## config.mk

```make
export PLATFORM = sky130hd
export DESIGN_NAME = vga_mem_arbiter_rr
export DESIGN_NICKNAME = d
export VERILOG_FILES = /design/src/rtl/vga_mem_arbiter_rr.sv
export SDC_FILE = /design/constraint.sdc
export NUM_CORES = 1
export LEC_CHECK = 0
export ABC_AREA = 0
export CORE_ASPECT_RATIO = 1.25
export CORE_MARGIN = 10
export CORE_UTILIZATION = 30
export CTS_BUF_LIST = sky130_fd_sc_hd__clkbuf_2
export DETAILED_ROUTE_END_ITERATION = 10
export PLACE_DENSITY = 0.69
export SETUP_SLACK_MARGIN = 0.15
export SYNTH_ARGS = -nofsm -noshare
export SYNTH_HDL_FRONTEND = slang
export SYNTH_SLANG_ARGS = --single-unit
```

## constraint.sdc

```tcl
create_clock -name clk_i -period 4.6 [get_ports clk_i]
set_input_delay 0.46 -clock clk_i [delete_from_list [all_inputs] [get_ports clk_i]]
set_output_delay 0.46 -clock clk_i [all_outputs]
set_load 0.05 [all_outputs]
```

## src/rtl/vga_mem_arbiter_rr.sv

```systemverilog
// N-channel Wishbone arbiter for the VGA frame-buffer port: optional strict priority for
// channel 0, round-robin for the rest, registered master side and an optional bus timeout.
module vga_mem_arbiter_rr #(
    parameter int NCH        = 3,
    parameter int AW         = 17,
    parameter int DW         = 16,
    parameter int HIPRI      = 1,
    parameter int RDSEL_FULL = 1,
    parameter int TMO        = 0
) (
    input  logic                    clk_i,
    input  logic                    rst_i,
    input  logic [NCH*AW-1:0]       s_adr_i,
    input  logic [NCH*(DW/8)-1:0]   s_sel_i,
    input  logic [NCH-1:0]          s_we_i,
    input  logic [NCH*DW-1:0]       s_dat_i,
    input  logic [NCH-1:0]          s_stb_i,
    output logic [DW-1:0]           s_dat_o,
    output logic [NCH-1:0]          s_ack_o,
    output logic [NCH-1:0]          s_err_o,
    output logic [AW-1:0]           wbm_adr_o,
    output logic [(DW/8)-1:0]       wbm_sel_o,
    output logic                    wbm_we_o,
    output logic [DW-1:0]           wbm_dat_o,
    output logic                    wbm_stb_o,
    output logic                    wbm_cyc_o,
    input  logic [DW-1:0]           wbm_dat_i,
    input  logic                    wbm_ack_i,
    output logic [NCH-1:0]          grant_o
);

    localparam int SW = DW / 8;
    localparam int LW = $clog2(NCH);
    localparam int TW = (TMO > 1) ? $clog2(TMO) : 1;

    typedef enum logic [1:0] {IDLE, BUSY, DONE} state_t;

    state_t        state, state_nxt;
    logic [LW-1:0] last, owner, win;
    logic [TW-1:0] tmo_cnt;
    logic          err_pend, any_req, tmo_hit, win_we, found;
    int            idx;

    // Round-robin scan starts just after the last served channel.
    always_comb begin
        // NOTE: every combinational output gets a default before any branch, so no path can infer a latch.
        win   = LW'(0);
        found = 1'b0;
        idx   = 0;
        for (int i = 1; i <= NCH; i++) begin
            idx = int'(last) + i;
            if (idx >= NCH) idx = idx - NCH;
            if (!found && s_stb_i[idx]) begin
                win   = LW'(idx);
                found = 1'b1;
            end
        end
        if (HIPRI != 0 && s_stb_i[0]) win = LW'(0);
    end

    assign any_req = |s_stb_i;
    assign win_we  = s_we_i[win];
    assign tmo_hit = (TMO > 0) && !wbm_ack_i && (tmo_cnt == TW'(TMO - 1));

    always_ff @(posedge clk_i) begin
        // NOTE: registers use non-blocking assignments so every flop samples pre-edge values.
        if (rst_i) state <= IDLE;
        else       state <= state_nxt;
    end

    always_comb begin
        state_nxt = state;
        case (state)
            IDLE:    if (any_req) state_nxt = BUSY;
            BUSY:    if (wbm_ack_i || tmo_hit) state_nxt = DONE;
            DONE:    state_nxt = IDLE;
            default: state_nxt = IDLE;
        endcase
    end

    always_ff @(posedge clk_i) begin
        if (rst_i) begin
            wbm_adr_o <= '0;
            wbm_sel_o <= '0;
            wbm_we_o  <= 1'b0;
            wbm_dat_o <= '0;
            wbm_stb_o <= 1'b0;
            wbm_cyc_o <= 1'b0;
            s_dat_o   <= '0;
            grant_o   <= '0;
            last      <= LW'(NCH - 1);
            owner     <= '0;
            tmo_cnt   <= '0;
            err_pend  <= 1'b0;
        end else begin
            case (state)
                IDLE: begin
                    if (any_req) begin
                        owner     <= win;
                        wbm_adr_o <= s_adr_i[int'(win)*AW +: AW];
                        wbm_sel_o <= (RDSEL_FULL != 0 && !win_we) ? '1 : s_sel_i[int'(win)*SW +: SW];
                        wbm_we_o  <= win_we;
                        wbm_dat_o <= s_dat_i[int'(win)*DW +: DW];
                        wbm_stb_o <= 1'b1;
                        wbm_cyc_o <= 1'b1;
                        grant_o   <= NCH'(1) << win;
                        tmo_cnt   <= '0;
                        err_pend  <= 1'b0;
                    end
                end
                BUSY: begin
                    // An ack in the timeout cycle takes precedence over the error.
                    if (wbm_ack_i) begin
                        if (!wbm_we_o) s_dat_o <= wbm_dat_i;
                        wbm_stb_o <= 1'b0;
                        wbm_cyc_o <= 1'b0;
                        wbm_we_o  <= 1'b0;
                        last      <= owner;
                        err_pend  <= 1'b0;
                    end else if (tmo_hit) begin
                        wbm_stb_o <= 1'b0;
                        wbm_cyc_o <= 1'b0;
                        last      <= owner;
                        err_pend  <= 1'b1;
                    end else begin
                        tmo_cnt <= tmo_cnt + 1'b1;
                    end
                end
                DONE:    grant_o <= '0;
                default: grant_o <= '0;
            endcase
        end
    end

    // Reply pulse is withheld if the requester has already let go of its strobe.
    always_comb begin
        s_ack_o = '0;
        s_err_o = '0;
        if (state == DONE) begin
            if (err_pend) s_err_o[owner] = s_stb_i[owner];
            else          s_ack_o[owner] = s_stb_i[owner];
        end
    end

endmodule

```

==> results by group <==
Run status
  – Status: finished clean

Layout
  – Share of cells above drive strength 1: 5.56%
  – Area Growth Syn to Fin: 66.6%
  – Most common cell after layout, fill and taps aside: clkdlybuf4s50_1
  – Non-Filler Instances: 666
  – Most frequent cells in the layout: clkdlybuf4s50_1, nand2_1, dfxtp_1
  – Ant. Diodes: 0
  – Final nets: 668

Clocking
  – Max Buffers Root-to-Sink: 2
  – CTS clk-pin slew, worst paths: 160 ps
  – Post_cts resized: 0
  – CTS root buf: clkbuf_2
  – CTS HTree Levels: 3
  – Worst-Skew Late Latency: 480 ps
  – Setup bufs post-CTS: 0
  – Cts hold-fix bufs: 0
  – Clock Sinks: 62
  – CTS tree: yes
  – Num CTS Buffers: 9

Route
  – # DRC: 0
  – Detailed Routing Iterations Pass 1: 4
  – Post-route ant nets: 0
  – WL final: 11,700 um
  – Drt initial violations: 156
  – Vias: 3,328
  – Post-DR wirelength/cell: 17.6 um
  – Vias/cell: 5.00

Placement
  – Dpl hpwl: 8910 um
  – Gpl congestion: 0.815
  – Cells after DPL: 650
  – I/O Buffers: 189

Global routing
  – Initial antenna violation count: 0
  – Largest net degree at the start of global routing: 63
  – Number of global-route vias before repair: 3,456
  – First-pass GRT wire length: 18,200 um
  – Total grt overflow: 0
  – Total Routing Usage GR: 16.0%

Pwr
  – Total power: 1.61 mW
  – Sw frac: 38.3%
  – Combinational Power Share: 41.0%
  – Internal power: 0.991 mW
  – Pwr dens: 323 nW/um2
  – Total leakage power: 1.82 nW
  – Share of power burned in the clock network: 20.0%
  – Flop pwr share: 39.0%
  – Sw Pwr: 0.615 mW
  – Peak VDD IR: 0.000151 V

Timing
  – RSZ-0062 raised after global routing: no
  – Fin. Hold Viols: 0
  – Fin. max-slew vios: 0
  – Setup TNS: 0 ps
  – Slew at the pin closest to its max-slew limit: 1200 ps
  – Clock Skews: 22.8 ps
  – # setup viols final: 0
  – Slew headroom: 19.9%
  – Fin crit share: 72.9%
  – Final worst path period need: 3350 ps
  – Fmax: 298 MHz

Worst setup path
  – Delay-heaviest family, CP: compound AO/OA/AOI/OAI gates
  – Buf/Inv on CP: 2
  – Worst Path Max Fanout: 21
  – Cells along the critical path: inv_1, ha_1, and2b_4, o2111a_1, nand3b_4, mux2i_4, buf_4, a21oi_1, a221oi_2, a311oi_1
  – Crit path required time: 4910 ps
  – Critical-path top delay cell: mux2i_4
  – Crit Path Class: reg2reg
  – CP peak stage delay: 660 ps
  – Setup crit start kind: register
  – Arr. time, crit path: 3660 ps
  – Critical path capture point type: register

Floorplanning
  – Die W: 109 um
  – Die footprint: 14,400 um2
  – Die height: 131 um
  – I/O Pins: 193
  – Area of the core: 9660 um2
  – Initial Util: 30.9%
  – Core Rows: 40

Synthesis
  – Cells after Synth: 365
  – Post-synthesis cell area: 2980 um2
  – Synth Register Bits: 62
  – Mean area per synthesized cell: 8.17 um2
  – Yosys warns: 0
  – EDFF count, synth: 0
  – Register area share after synthesis: 41.6%
  – Ys async rst share: 0%
  – Synth Flop Type: dfxtp_1
  – Distinct cells, synth: 45

Hold path
  – Hold WC Path Type: reg2reg

Run
  – # Max-Cap Violations: 0
[stage by stage]
step                hold slack, ps  worst slack [ps]  instance area (um2)  util [%]
detailed placement             447              1220                 4860      50.3
floorplan                      503              2050                 2990         -
CTS                            452              1240                 4970      51.4
finish                         464              1250                 4970      51.4
global placement               444              1340                 4860      50.3
global route                   446               942                 4970      51.4
[cell families after synthesis]
| group | synth area share [%] |
|---|---|
| other | 0.126 |
| adder cells (fa/ha/maj) | 1.26 |
| multiplexers | 2.10 |
| AO/OA/AOI/OAI | 24.7 |
| AND/OR/NAND/NOR | 22.3 |
| flip-flops | 41.6 |
| buffers and inverters | 7.85 |
[final cells by class]
type	count	area, um2
fill	902	4690
timing repair buffer	193	1920
multi-input combinational	262	1520
sequential	62	1240
tap	126	158
clock buffer	11	55.1
clock inverter	5	50.0
inverter	7	26.3
[tightest hold or removal path: cells and delay by family (launching register included)]
| family | cells | cell delay, ps |
|---|---|---|
| AOI/OAI and AO/OA | 1 | 50 |
| and+or+nand+nor | 1 | 50 |
| DFF | 1 | 340 |
[synthesized netlist by cell type, types with 2 or more instances]
master | count | area, um2
a21oi_1 | 38 | 190
a221o_1 | 17 | 170
a22oi_1 | 2 | 15.0
a311oi_1 | 2 | 17.5
a31oi_1 | 17 | 106
a32oi_1 | 16 | 140
buf_2 | 10 | 50.1
buf_4 | 9 | 67.6
buf_6 | 2 | 22.5
clkbuf_1 | 14 | 52.6
dfxtp_1 | 62 | 1240
ha_1 | 3 | 37.5
inv_1 | 6 | 22.5
mux2i_1 | 4 | 40.0
nand2_1 | 73 | 274
nand2b_1 | 4 | 25.0
nor2_1 | 31 | 116
nor3_1 | 25 | 125
o21ai_0 | 4 | 20.0
[path summary, 6_finish.rpt]
kind | slack [ps] | from | to | depth (start not counted)
worst max-delay path | 1250 | last[0]$_SDFFE_PP0P_ | wbm_sel_o[1]$_SDFFE_PP0P_ | 10
worst min-delay path | 460 | s_dat_o[0]$_SDFFE_PP0P_ | s_dat_o[0]$_SDFFE_PP0P_ | 2
worst max register to register | 1250 | last[0]$_SDFFE_PP0P_ | wbm_sel_o[1]$_SDFFE_PP0P_ | 10
worst min register to register | 460 | s_dat_o[0]$_SDFFE_PP0P_ | s_dat_o[0]$_SDFFE_PP0P_ | 2
[metal layers]
layer | part of all wire [%] | track usage, % | vias up
met5 | 0 | 0 | -
met4 | 2.2 | 6.67 | 0
met3 | 11 | 6.65 | 19
met2 | 50 | 26.7 | 150
met1 | 37 | 17.1 | 1513
li1 | - | - | 1646
[power groups by stage]
stage | clock network [mW] | logic (mW) | registers [mW]
detailed placement | 0 | 0.665 | 0.638
CTS | 0.339 | 0.666 | 0.627
finish | 0.321 | 0.659 | 0.626
global route | 0.361 | 0.707 | 0.634
global placement | 0 | 0.660 | 0.636
floorplan | 0 | 0.224 | 0.815
[registers in the layout, indices dropped and copies added (netlist names)]
name	cells
wbm_adr_o	17
s_dat_o	16
wbm_dat_o	16
grant_o	3
last	2
owner	2
state	2
wbm_sel_o	2
wbm_cyc_o	1
wbm_we_o	1
Power figures use the tool's default switching activity.
